--- src/rtl/nv_nvdla_glb_csb_master.sv ---
// nv_nvdla_glb_csb_master: one-outstanding CSB master bridging host register accesses to the GLB block; define NVDLA_GLB_CSB_TIMEOUT_EN for a response timeout
module nv_nvdla_glb_csb_master #(
  parameter int unsigned TIMEOUT_CYCLES = 255
) (
  input  logic        nvdla_core_clk,
  input  logic        nvdla_core_rst,
  input  logic        host_req_valid,
  output logic        host_req_ready,
  input  logic [21:0] host_req_addr,
  input  logic [31:0] host_req_wdat,
  input  logic        host_req_write,
  input  logic        host_req_nposted,
  output logic        host_rsp_valid,
  output logic        host_rsp_write,
  output logic        host_rsp_error,
  output logic [31:0] host_rsp_rdat,
  output logic        csb2glb_req_pvld,
  input  logic        csb2glb_req_prdy,
  output logic [62:0] csb2glb_req_pd,
  input  logic        glb2csb_resp_valid,
  input  logic [33:0] glb2csb_resp_pd
);
  typedef enum logic [1:0] {S_IDLE, S_REQ, S_WAIT, S_RSP} state_t;
  if (TIMEOUT_CYCLES < 1 || TIMEOUT_CYCLES > 65535) begin : g_bad_timeout
    $error("TIMEOUT_CYCLES must be in 1..65535");
  end
  state_t      state_q, state_d;
  logic        pvld_q, pvld_d;
  logic [62:0] pd_q, pd_d;
  logic        rsp_valid_q, rsp_valid_d;
  logic        rsp_write_q, rsp_write_d;
  logic        rsp_error_q, rsp_error_d;
  logic [31:0] rsp_rdat_q, rsp_rdat_d;
  logic        lat_write, lat_posted;
  // The held request payload doubles as the latched write/nposted flags
  assign lat_write  = pd_q[54];
  assign lat_posted = pd_q[54] & ~pd_q[55];
  assign host_req_ready   = state_q == S_IDLE;
  assign csb2glb_req_pvld = pvld_q;
  assign csb2glb_req_pd   = pd_q;
  assign host_rsp_valid   = rsp_valid_q;
  assign host_rsp_write   = rsp_write_q;
  assign host_rsp_error   = rsp_error_q;
  assign host_rsp_rdat    = rsp_rdat_q;
`ifdef NVDLA_GLB_CSB_TIMEOUT_EN
  logic [15:0] cnt_q, cnt_d;
  logic        timeout;
  assign timeout = cnt_q == 16'(TIMEOUT_CYCLES - 1);
`endif
  // Next-state and next-output computation; a GLB response only counts in WAIT
  always_comb begin
    state_d     = state_q;
    pvld_d      = pvld_q;
    pd_d        = pd_q;
    rsp_valid_d = 1'b0;
    rsp_write_d = rsp_write_q;
    rsp_error_d = rsp_error_q;
    rsp_rdat_d  = rsp_rdat_q;
`ifdef NVDLA_GLB_CSB_TIMEOUT_EN
    cnt_d       = cnt_q;
`endif
    case (state_q)
      S_IDLE: if (host_req_valid) begin
        state_d = S_REQ;
        pvld_d  = 1'b1;
        pd_d    = {2'b00, 4'hF, 1'b0, host_req_nposted, host_req_write, host_req_wdat, host_req_addr};
      end
      S_REQ: if (csb2glb_req_prdy) begin
        pvld_d = 1'b0;
        if (lat_posted) begin
          state_d     = S_RSP;
          rsp_valid_d = 1'b1;
          rsp_write_d = 1'b1;
          rsp_error_d = 1'b0;
          rsp_rdat_d  = 32'h0;
        end else begin
          state_d = S_WAIT;
`ifdef NVDLA_GLB_CSB_TIMEOUT_EN
          cnt_d   = 16'h0;
`endif
        end
      end
      S_WAIT: begin
`ifdef NVDLA_GLB_CSB_TIMEOUT_EN
        cnt_d = cnt_q + 16'd1;
`endif
        if (glb2csb_resp_valid) begin
          state_d     = S_RSP;
          rsp_valid_d = 1'b1;
          rsp_write_d = lat_write;
          rsp_error_d = (glb2csb_resp_pd[33] != lat_write) | glb2csb_resp_pd[32];
          rsp_rdat_d  = glb2csb_resp_pd[31:0];
        end
`ifdef NVDLA_GLB_CSB_TIMEOUT_EN
        else if (timeout) begin
          state_d     = S_RSP;
          rsp_valid_d = 1'b1;
          rsp_write_d = lat_write;
          rsp_error_d = 1'b1;
          rsp_rdat_d  = 32'h0;
        end
`endif
      end
      S_RSP: state_d = S_IDLE;
      default: state_d = S_IDLE;
    endcase
  end
  // State and registered outputs; reset aborts any transaction silently
  always_ff @(posedge nvdla_core_clk) begin
    if (nvdla_core_rst) begin
      state_q     <= S_IDLE;
      pvld_q      <= 1'b0;
      pd_q        <= '0;
      rsp_valid_q <= 1'b0;
      rsp_write_q <= 1'b0;
      rsp_error_q <= 1'b0;
      rsp_rdat_q  <= '0;
`ifdef NVDLA_GLB_CSB_TIMEOUT_EN
      cnt_q       <= '0;
`endif
    end else begin
      state_q     <= state_d;
      pvld_q      <= pvld_d;
      pd_q        <= pd_d;
      rsp_valid_q <= rsp_valid_d;
      rsp_write_q <= rsp_write_d;
      rsp_error_q <= rsp_error_d;
      rsp_rdat_q  <= rsp_rdat_d;
`ifdef NVDLA_GLB_CSB_TIMEOUT_EN
      cnt_q       <= cnt_d;
`endif
    end
  end
endmodule

--- config.mk ---
export PLATFORM = sky130hd
export DESIGN_NAME = nv_nvdla_glb_csb_master
export DESIGN_NICKNAME = d
export VERILOG_FILES = /design/src/rtl/nv_nvdla_glb_csb_master.sv
export SDC_FILE = /design/constraint.sdc
export NUM_CORES = 1
export LEC_CHECK = 0
export CORE_AREA = 2 2 105 107
export CTS_BUF_LIST = sky130_fd_sc_hd__clkbuf_4
export CTS_CLUSTER_SIZE = 8
export DETAILED_ROUTE_END_ITERATION = 8
export DIE_AREA = 0 0 107 109
export PLACE_DENSITY = 0.71
export SLEW_MARGIN = 20
export SYNTH_ARGS = -nofsm -noshare
export SYNTH_HDL_FRONTEND = slang
export SYNTH_SLANG_ARGS = --single-unit
export TNS_END_PERCENT = 100
--- constraint.sdc ---
create_clock -name nvdla_core_clk -period 2.7 [get_ports nvdla_core_clk]
set_input_delay 0.54 -clock nvdla_core_clk [delete_from_list [all_inputs] [get_ports nvdla_core_clk]]
set_output_delay 0.54 -clock nvdla_core_clk [all_outputs]
set_load 0.05 [all_outputs]
==> impl_metrics.csv, run 1 <==
group,metric,value,unit
drt,drt_iter0_markers,134,
setup_path,cp.required,2160,ps
power,peakVddDrop,0.428,mV
cts,clk_latency,410,ps
layout,syn_to_final_growth,58.3,%
timing,finClkSkew,9.60,ps
timing,fin_tns_setup,0,ps
cts,cts_tree,"built",
drt,detail_route.first_pass.iterations,4,
cts,clock_path_buffers,2,
timing,grt_setup_unrepaired,"no",
floorplanning,ioPinCount,195,
placed_design,dp_hpwl,7.38,mm
yosys,syn_area,0.00363,mm²
floorplanning,die_h,109,µm
power,power_density,880,mW/mm²
timing,finalHoldViolCount,0,
drt,ant_nets,0,
run,cap_violations,0,
drt,via_count,3515,
cts,clock-sinks,95,
floorplanning,num_rows,38,
setup_path,worstSetupStartpointType,"flop",
floorplanning,die_w,107,µm
global_routing,grt_usage,17.1,%
drt,drc_errors,0,
cts,numCtsBuffers,9,
yosys,synth.avg_cell_area,8.31,µm²
cts,post_cts_buffers,0,
timing,relSlewSlack,60.6,%
layout,final_common_cell,"clkdlybuf4s50_1",
global_routing,use_met1,20.0,%
global_routing,grt_use_met3,4.66,%
setup_path,reg2reg_depth,6,
global_routing,busiest_layer,"met2",
layout,final_net_count,712,
min_path,worst_hold_startpoint,"csb2glb_req_pd[2]",
timing,finalCritPeriodShare,87.9,%
timing,fmax,422,MHz
drt,viasPerCell,4.64,
cts,root_buffer,"clkbuf_4",
global_routing,grt_max_degree,57,
global_routing,antenna_found_initial,0,
global_routing,grt_pass1_wl,16.1,mm
placed_design,pre_cts_slack,497,ps
cts,h-tree-depth,3,
drt,wl_per_cell,13.3,µm
setup_path,crit_fanout,8,
cts,clkTransAtPathRegs,140,ps
layout,final_cell_mix,"189 x clkdlybuf4s50_1, 146 x nand2_1, 95 x dfxtp_1",
timing,tightest_slew,590,ps
min_path,hold_path_depth,2,
timing,fin_crit,2370,ps
setup_path,r2r_end,"csb2glb_req_pd[46]",
global_routing,grtUsageMet2,29.5,%
cts,hold_buffers,0,
placed_design,port_buffers,191,
floorplanning,core_area,0.0106,mm²
setup_path,path_class,"flop to output pin",
layout,diodes,0,
setup_path,crit_arrival,1830,ps
placed_design,gp_congestion,0.753,
yosys,yosys_warnings,0,
layout,layout-drive-gt1-share,5.02,%
yosys,synth.lib_cells_used.distinct,35,
setup_path,rrSetupSlack,960,ps
global_routing,gr-total-overflow,0,
yosys,postSynthCellCount,437,
min_path,worstHoldPathType,"flop to flop",
yosys,ys_seq_area_share,52.4,%
yosys,synth-seq-cells,95,
timing,fin_ws,328,ps
timing,setup_viol,0,
power,p_leak,0.00205,µW
drt,drt-total-wl,10.1,mm
setup_path,regToRegStartpoint,"state_q[1]",
floorplanning,initial_utilization,34.2,%
timing,final_max_slew_viol_count,0,
min_path,holdPathEnd,"csb2glb_req_pd[2]",
setup_path,endpoint_kind,"output pin",
run_status,status,"finished, final reports clean",
global_routing,grt_pass1_vias,3485,
floorplanning,dieArea,0.0117,mm²
-- worst max-delay path, stage by stage, from the launching register on --
cell,delay [ps]
dfxtp_1,350
inv_1,150
ha_1,330
dlygate4sd2_1,590
-- what timing repair did --
| action | CTS | global route |
|---|---|---|
| hold endpoints to repair | 0 | 0 |
| setup endpoints to repair | 1 | 0 |
| resized for setup | 1 | 0 |
-- Yosys cell counts, drive strengths merged --
library cell    n  share of area, %
a21oi          58               8.0
mux2            1              0.31
a211oi          2              0.76
a311oi          1              0.24
dfxtp          95                52
xor2            1              0.24
and3            1              0.17
nor2b           2              0.34
and3b           1              0.28
o211ai          1              0.21
and2            1              0.17
clkinv          1              0.10
a21o            1              0.24
o32ai          32               7.7
or4b            1              0.28
o41a            1              0.31
nand2         147                15
a22o            1              0.24
nor2            4              0.41
nand2b          1              0.17
clkbuf         19               2.0
and2b           1              0.28
o31ai           1              0.21
o221a           1              0.31
inv            34               3.5
conb            1              0.10
mux2i           1              0.28
buf            18               3.3
nor3            2              0.28
nand3b          1              0.31
ha              5               1.7
-- worst max-delay path by stage --
stage / slack, ps / from / endpoint
2_1_floorplan: 870 / state_q[0] / csb2glb_req_pd[17]
3_3_place_gp: 540 / state_q[0] / host_req_ready
3_5_place_dp: 500 / state_q[0] / host_req_ready
4_1_cts: 270 / state_q[0] / host_req_ready
5_1_grt: 170 / state_q[0] / host_req_ready
6_report: 330 / state_q[0] / host_req_ready
-- state kept, by name (all words and copies together) (netlist names) --
register          cells
host_rsp_error        1
host_rsp_valid        1
csb2glb_req_pd       57
csb2glb_req_pvld      1
host_rsp_write        1
host_rsp_rdat        32
state_q               2
-- metal layers --
| metal | share of wire (%) | vias up |
|---|---|---|
| met1 | 41 | 1607 |
| met4 | 1.6 | 0 |
| met3 | 7.0 | 15 |
| met2 | 50 | 118 |
| met5 | 0 | - |
| li1 | - | 1775 |
-- report_power, final --
part | switching [µW] | internal [µW]
Sequential | 127 | 1630
Clock | 456 | 369
Combinational | 1640 | 837
-- area by class of cell --
type                       count  area [µm²]
clock inverter                 7        87.6
tap                          140         175
sequential                    95        1900
inverter                      35         131
clock buffer                   9        67.6
fill                         976        4850
multi-input combinational    272        1420
timing repair buffer         199        1970
-- metrics by stage --
stage	util [%]	cells	cell area [µm²]	hold slack [ps]	total power (µW)
2_1_floorplan	-	439	3640	494	3530
3_3_place_gp	52.8	741	5590	441	4240
3_5_place_dp	52.8	741	5590	446	4300
4_1_cts	54.2	757	5750	454	5130
5_1_grt	54.2	757	5750	467	5370
6_report	54.2	757	5750	463	5060
-- kinds of logic after synthesis --
| kind of cell | after synthesis | synth area share [%] |
|---|---|---|
| and+or+nand+nor | 162 | 17.9 |
| AOI/OAI and AO/OA | 99 | 18.2 |
| DFF | 95 | 52.4 |
| buffers and inverters | 72 | 8.86 |
| adders and majority gates | 5 | 1.72 |
| muxes | 2 | 0.586 |
| other | 1 | 0.103 |
| xor gates and xnor gates | 1 | 0.241 |
Note: power is estimated with default switching activity, not from simulation.
==> run 2: changes to the inputs <==
--- a/config.mk
+++ b/config.mk
@@ -11,7 +11,6 @@
 export DETAILED_ROUTE_END_ITERATION = 8
 export DIE_AREA = 0 0 107 109
 export PLACE_DENSITY = 0.71
-export SLEW_MARGIN = 20
 export SYNTH_ARGS = -nofsm -noshare
 export SYNTH_HDL_FRONTEND = slang
 export SYNTH_SLANG_ARGS = --single-unit
==> results of run 2 <==
Same layout as run 1: the final DEF is identical, and so are final timing and power.
